### src/rtl/qpsk_rx_pkg.sv
// Shared definitions for the frame receive path: frame field positions,
// the UART transmitter state encoding and the baud divider computation.
// Latency: n/a (package). Backpressure: n/a.
package qpsk_rx_pkg;

  // Field boundaries of the 40-bit frame produced upstream:
  // [39:32] header, [31:8] payload, [7:0] checksum.
  localparam int HDR_MSB = 39;
  localparam int PAY_MSB = 31;
  localparam int PAY_LSB = 8;
  localparam int CHK_LSB = 0;
  localparam int PAY_W   = PAY_MSB - PAY_LSB + 1;

  typedef enum logic [2:0] {
    IDLE,
    START,
    DATA,
    PARITY,
    STOP
  } tx_state_t;

  // Integer clock cycles per UART bit; no fractional accumulation.
  function automatic int calc_baud_div(input int clk_freq, input int baud);
    return clk_freq / baud;
  endfunction

endpackage

### src/rtl/frame_fifo.sv
// Synchronous payload FIFO with first-word fall-through read (dout = head).
// Latency: a push is visible on dout/empty the cycle after it is written.
// Backpressure: push while full is ignored unless a pop happens in the same cycle.
//
// Ports: push/din write side, pop/dout read side, full/empty status.
// One extra pointer bit distinguishes full from empty. DEPTH must be a
// power of two and at least 2.
module frame_fifo
  import qpsk_rx_pkg::*;
#(
  parameter int WIDTH = PAY_W,
  parameter int DEPTH = 4
) (
  input  logic             clk,
  input  logic             rst,
  input  logic             push,
  input  logic             pop,
  input  logic [WIDTH-1:0] din,
  output logic [WIDTH-1:0] dout,
  output logic             full,
  output logic             empty
);

  localparam int AW = $clog2(DEPTH);

  logic [AW:0]      wr_ptr;
  logic [AW:0]      rd_ptr;
  logic [WIDTH-1:0] mem [DEPTH];
  logic             wr_en;
  logic             rd_en;

  // A full FIFO still accepts a push when the head leaves in the same cycle:
  // the write lands in the slot being vacated.
  assign rd_en = pop & ~empty;
  assign wr_en = push & (~full | rd_en);

  assign empty = (wr_ptr == rd_ptr);
  assign full  = (wr_ptr[AW] != rd_ptr[AW]) &&
                 (wr_ptr[AW-1:0] == rd_ptr[AW-1:0]);
  assign dout  = mem[rd_ptr[AW-1:0]];

  always_ff @(posedge clk) begin
    if (rst) begin
      wr_ptr <= '0;
      rd_ptr <= '0;
    end else begin
      if (wr_en) wr_ptr <= wr_ptr + 1'b1;
      if (rd_en) rd_ptr <= rd_ptr + 1'b1;
    end
  end

  // Storage needs no reset; the pointers define what is valid.
  always_ff @(posedge clk) begin
    if (wr_en) mem[wr_ptr[AW-1:0]] <= din;
  end

endmodule

### src/rtl/frame_uart_tx.sv
// Buffers the 24-bit payload of each valid frame and sends it as three UART bytes, MSB byte first.
// Latency: valid_flag in cycle N -> start bit on tx in cycle N+2 (empty FIFO).
// Backpressure: none upstream; a frame arriving at a full FIFO is dropped and ovf_flag pulses.
//
// Ports: clk, rst (synchronous, active-high), valid_flag/valid_data_i (frame in),
//        tx (serial line, idle high), busy (sending or FIFO non-empty),
//        ovf_flag (one-cycle pulse, registered, the cycle after a dropped frame).
// Build option: define FRAME_UART_PARITY_EN for 8E1 (even parity bit after
// the data bits); otherwise the format is 8N1.
module frame_uart_tx
  import qpsk_rx_pkg::*;
#(
  parameter int CLK_FREQ   = 500000,
  parameter int BAUD       = 9600,
  parameter int FIFO_DEPTH = 4
) (
  input  logic        clk,
  input  logic        rst,
  input  logic        valid_flag,
  input  logic [39:0] valid_data_i,
  output logic        tx,
  output logic        busy,
  output logic        ovf_flag
);

  localparam int BAUD_DIV = calc_baud_div(CLK_FREQ, BAUD);
  localparam int CNT_W    = (BAUD_DIV > 1) ? $clog2(BAUD_DIV) : 1;

  tx_state_t        state;
  tx_state_t        state_next;
  logic [CNT_W-1:0] baud_cnt;
  logic [2:0]       bit_cnt;
  logic [1:0]       byte_idx;
  logic [7:0]       shift_reg;   // byte on the wire, shifted out LSB first
  logic [15:0]      pending;     // remaining bytes of the frame, next in [15:8]
  logic             bit_end;
  logic             pop;
  logic             load_next;
  logic             fifo_full;
  logic             fifo_empty;
  logic [PAY_W-1:0] fifo_dout;
  logic             unused_frame_bits;

  // Header and checksum were checked upstream and are not forwarded.
  assign unused_frame_bits = ^{valid_data_i[HDR_MSB:PAY_MSB+1],
                               valid_data_i[PAY_LSB-1:CHK_LSB]};

  frame_fifo #(
    .WIDTH (PAY_W),
    .DEPTH (FIFO_DEPTH)
  ) u_fifo (
    .clk   (clk),
    .rst   (rst),
    .push  (valid_flag),
    .pop   (pop),
    .din   (valid_data_i[PAY_MSB:PAY_LSB]),
    .dout  (fifo_dout),
    .full  (fifo_full),
    .empty (fifo_empty)
  );

  assign bit_end   = (baud_cnt == CNT_W'(BAUD_DIV - 1));
  assign load_next = (state == STOP) && bit_end && (byte_idx < 2'd2);
  assign busy      = (state != IDLE) | ~fifo_empty;

`ifdef FRAME_UART_PARITY_EN
  logic par_bit;

  // Even parity is computed when each byte is loaded, before it is shifted.
  always_ff @(posedge clk) begin
    if (rst)            par_bit <= 1'b0;
    else if (pop)       par_bit <= ^fifo_dout[23:16];
    else if (load_next) par_bit <= ^pending[15:8];
  end
`endif

  always_comb begin
    state_next = state;
    pop        = 1'b0;
    tx         = 1'b1;
    case (state)
      IDLE: begin
        if (!fifo_empty) begin
          pop        = 1'b1;
          state_next = START;
        end
      end
      START: begin
        tx = 1'b0;
        if (bit_end) state_next = DATA;
      end
      DATA: begin
        tx = shift_reg[0];
        if (bit_end && bit_cnt == 3'd7) begin
`ifdef FRAME_UART_PARITY_EN
          state_next = PARITY;
`else
          state_next = STOP;
`endif
        end
      end
`ifdef FRAME_UART_PARITY_EN
      PARITY: begin
        tx = par_bit;
        if (bit_end) state_next = STOP;
      end
`endif
      STOP: begin
        if (bit_end) state_next = (byte_idx < 2'd2) ? START : IDLE;
      end
      default: state_next = IDLE;
    endcase
  end

  always_ff @(posedge clk) begin
    if (rst) begin
      state     <= IDLE;
      baud_cnt  <= '0;
      bit_cnt   <= '0;
      byte_idx  <= '0;
      shift_reg <= '0;
      pending   <= '0;
      ovf_flag  <= 1'b0;
    end else begin
      state    <= state_next;
      ovf_flag <= valid_flag & fifo_full & ~pop;

      // Both counters restart on every state change; only DATA uses bit_cnt.
      if (state_next != state || state == IDLE) begin
        baud_cnt <= '0;
        bit_cnt  <= '0;
      end else if (bit_end) begin
        baud_cnt <= '0;
        bit_cnt  <= bit_cnt + 3'd1;
      end else begin
        baud_cnt <= baud_cnt + CNT_W'(1);
      end

      if (state == DATA && bit_end) shift_reg <= shift_reg >> 1;

      if (pop) begin
        shift_reg <= fifo_dout[23:16];
        pending   <= fifo_dout[15:0];
        byte_idx  <= 2'd0;
      end else if (load_next) begin
        shift_reg <= pending[15:8];
        pending   <= {pending[7:0], 8'h00};
        byte_idx  <= byte_idx + 2'd1;
      end
    end
  end

endmodule

### config.mk
export PLATFORM = sky130hd
export DESIGN_NAME = frame_uart_tx
export DESIGN_NICKNAME = d
export VERILOG_FILES = /design/src/rtl/qpsk_rx_pkg.sv /design/src/rtl/frame_fifo.sv /design/src/rtl/frame_uart_tx.sv
export SDC_FILE = /design/constraint.sdc
export NUM_CORES = 1
export LEC_CHECK = 0
export CORE_MARGIN = 3
export CORE_UTILIZATION = 39
export CTS_CLUSTER_DIAMETER = 120
export DETAILED_ROUTE_END_ITERATION = 8
export PLACE_DENSITY_LB_ADDON = 0.08
export SYNTH_ARGS = -nofsm -noshare
export SYNTH_HDL_FRONTEND = slang
export SYNTH_SLANG_ARGS = --single-unit
### constraint.sdc
create_clock -name clk -period 5.8 [get_ports clk]
set_clock_uncertainty 0.05 [all_clocks]
set_input_delay 1.45 -clock clk [delete_from_list [all_inputs] [get_ports clk]]
set_output_delay 1.45 -clock clk [all_outputs]
set_load 0.02 [all_outputs]
==> flow_metrics.env <==
export IMPL_clk_pin_slew_ns=0.06
export IMPL_synthesis_nets=434
export IMPL_status="complete, no violations"
export IMPL_final_nets=464
export IMPL_place_congestion=0.7241
export IMPL_port_buffers=29
export IMPL_coreArea_um2=14100
export IMPL_wire_per_inst_um=17.95
export IMPL_end_kind="primary output"
export IMPL_antenna_found_initial=0
export IMPL_vias=3256
export IMPL_cp_cell_sequence="xor2_1 > nor3_1 > nand2_1 > clkdlybuf4s50_1"
export IMPL_seq_area_frac_synth_pct=66.80
export IMPL_hp_class="register to register"
export IMPL_vdd_drop_max_mv=0.2266
export IMPL_cts_sinks=143
export IMPL_route_detailed_drc=0
export IMPL_cts_resized=0
export IMPL_first_pass_iters=4
export IMPL_cts_buffers=17
export IMPL_layout_setup_ws_ns=2.201
export IMPL_largest_reg_flops=96
export IMPL_hold_viol=0
export IMPL_holdPathStages=1
export IMPL_ioPinCount=46
export IMPL_r2r_start="u_fifo.wr_ptr[0]"
export IMPL_wirelength_um=10880
export IMPL_finalCritPeriodShare_pct=62.05
export IMPL_cts_hold_buf=0
export IMPL_cpMaxStageDelayCell="clkdlybuf4s50_1"
export IMPL_power_per_cell_area_nw_per_um2=449.0
export IMPL_synth_cell_types=48
export IMPL_finalCriticalPeriod_ns=3.599
export IMPL_syn_avg_cell_area_um2=14.95
export IMPL_finalSetupViolations=0
export IMPL_overflow=0
export IMPL_min_from="baud_cnt[0]"
export IMPL_critPathMaxStageDelay_ns=0.60
export IMPL_yosys_register_bits=143
export IMPL_cts_setup_buffers=0
export IMPL_std_cell_rows=43
export IMPL_hold_end="baud_cnt[0]"
export IMPL_die_area_um2=16170
export IMPL_tns_ns=0
export IMPL_rsz0062_at_grt="false"
export IMPL_drt_iter0_drc=220
export IMPL_leakage_nw=2.211
export IMPL_place_ws_ns=1.932
export IMPL_layout_commonest_cell="edfxtp_1"
export IMPL_netlist_area_um2=5724
export IMPL_required_ns=4.30
export IMPL_drv_slew=0
export IMPL_cts_tree="done"
export IMPL_tightest_slew_ns=1.084
export IMPL_layout_common_cells="96 x edfxtp_1, 46 x dfxtp_1, 29 x clkdlybuf4s50_1"
export IMPL_rr_worst_depth=4
export IMPL_grt_pass1_wl_um=17950
export IMPL_die_x_um=127.2
export IMPL_rrSetupSlack_ns=3.05
export IMPL_slew_headroom_pct=27.71
export IMPL_synth_area_leaders="edfxtp_1 50%, dfxtp_1 16%, mux4_2 9.4%"
export IMPL_synth_top_area_share_pct=50.36
export IMPL_htreeDepth=4
export IMPL_max_freq_mhz=277.9
export IMPL_place_hpwl_um=6398
export IMPL_vias_per_cell=5.373
export IMPL_yosysTopAreaCell="edfxtp_1"
export IMPL_syn_to_final_growth_pct=19.28
export IMPL_clk_root_buffer_cell="clkbuf_16"
export IMPL_critPathLaunchType="register"
export IMPL_syn_inst=383
export IMPL_worstSkewPairLatency_ns=0.42
export IMPL_grt_pass1_vias=3346
export IMPL_arrival_ns=2.10
export IMPL_clockBufferDepth=2
export IMPL_grt_max_degree=38
export IMPL_drive_above_1_share_pct=16.67
export IMPL_start_util_pct=40.61
export IMPL_antenna_cells=0
export IMPL_grt_usage_pct=14.47
export IMPL_dieHeight_um=127.2
export IMPL_ys_warn_count=0
export IMPL_path_max_fanout=7
export IMPL_path_class="register to primary output"
export IMPL_ant_nets=0
export IMPL_cap_viol_max_count=0
export IMPL_r2r_end="u_fifo.mem[2][17]"
==> worst max path at each step <==
stage	from	to	slack [ns]	cells after the start
after floorplan	valid_flag	u_fifo.mem[3][0]	2.73	2
after global placement	valid_flag	u_fifo.mem[2][20]	1.94	4
after detailed placement	valid_flag	u_fifo.mem[2][20]	1.93	4
after CTS	u_fifo.wr_ptr[0]	busy	2.20	4
after global routing	u_fifo.wr_ptr[0]	busy	2.06	4
final	u_fifo.wr_ptr[0]	busy	2.20	4
==> synth_stat cells (all sizes together) <==
master and number:
o21bai 1, nand3 19, a32oi 1, a211o 1
o211ai 7, a211oi 1, xnor2 6, mux4 24
or3b 1, ha 8, nor2b 2, o31a 1
a21boi 1, inv 6, or4 7, or3 5
nor2 14, and3 1, nand4b 1, or4b 1
nor3 7, buf 16, and2 4, a22oi 9
edfxtp 96, o21ai 3, a21oi 28, o41ai 8
dfxtp 47, nand2 24, o31ai 1, clkbuf 8
a31oi 8, a2111o 1, o41a 1, mux2i 2
xor2 5, nand2b 1, nor4 3, or2 1
nor3b 2
==> metrics by stage <==
step	area (um2)	instances	hold WS, ns	power, mW	utilization [%]
detailed placement	6168	574	0.3956	1.893	43.76
CTS	6828	606	0.4081	3.103	48.44
global placement	6168	574	0.3833	1.883	43.76
finish	6828	606	0.4036	3.066	48.44
global route	6828	606	0.4364	3.220	48.44
floorplan	5724	383	0.3676	1.731	-
==> cell families after synthesis <==
logic type	share of synthesized area [%]
flip-flops	66.80
AO/OA/AOI/OAI	8.372
adder cells (fa/ha/maj)	1.749
buffers and inverters	2.601
AND/OR/NAND/NOR	9.006
multiplexers	9.792
XOR/XNOR	1.683
==> metal layers <==
| layer | global-route usage, % | part of all wire, % | wire length (um) |
|---|---|---|---|
| met3 | 4.682 | 3.3 | 361 |
| met4 | 4.669 | 0.91 | 99 |
| met1 | 19.10 | 46 | 5008 |
| met2 | 22.85 | 50 | 5407 |
| met5 | 0 | 0 | 0 |
==> layout make-up <==
cell class	instances	area, um2
fill	1251	7268
sequential	143	3825
multi-input combinational	210	1760
clock buffer	18	429.2
timing repair buffer	35	335.3
clock inverter	14	230.2
tap	180	225.2
inverter	6	22.52
==> critical path: cells and delay by family, from the launching register on <==
family / cells / cell delay, ns
xor+xnor: 1 / 0.48
buf+inv: 1 / 0.60
simple gates: 2 / 0.17
flops: 1 / 0.43
==> where the power goes <==
part	switching, mW	total [mW]	internal [mW]
Combinational	0.293	0.564	0.270
Clock	0.433	1.21	0.773
Sequential	0.0988	1.30	1.20
Power figures use the tool's default switching activity.
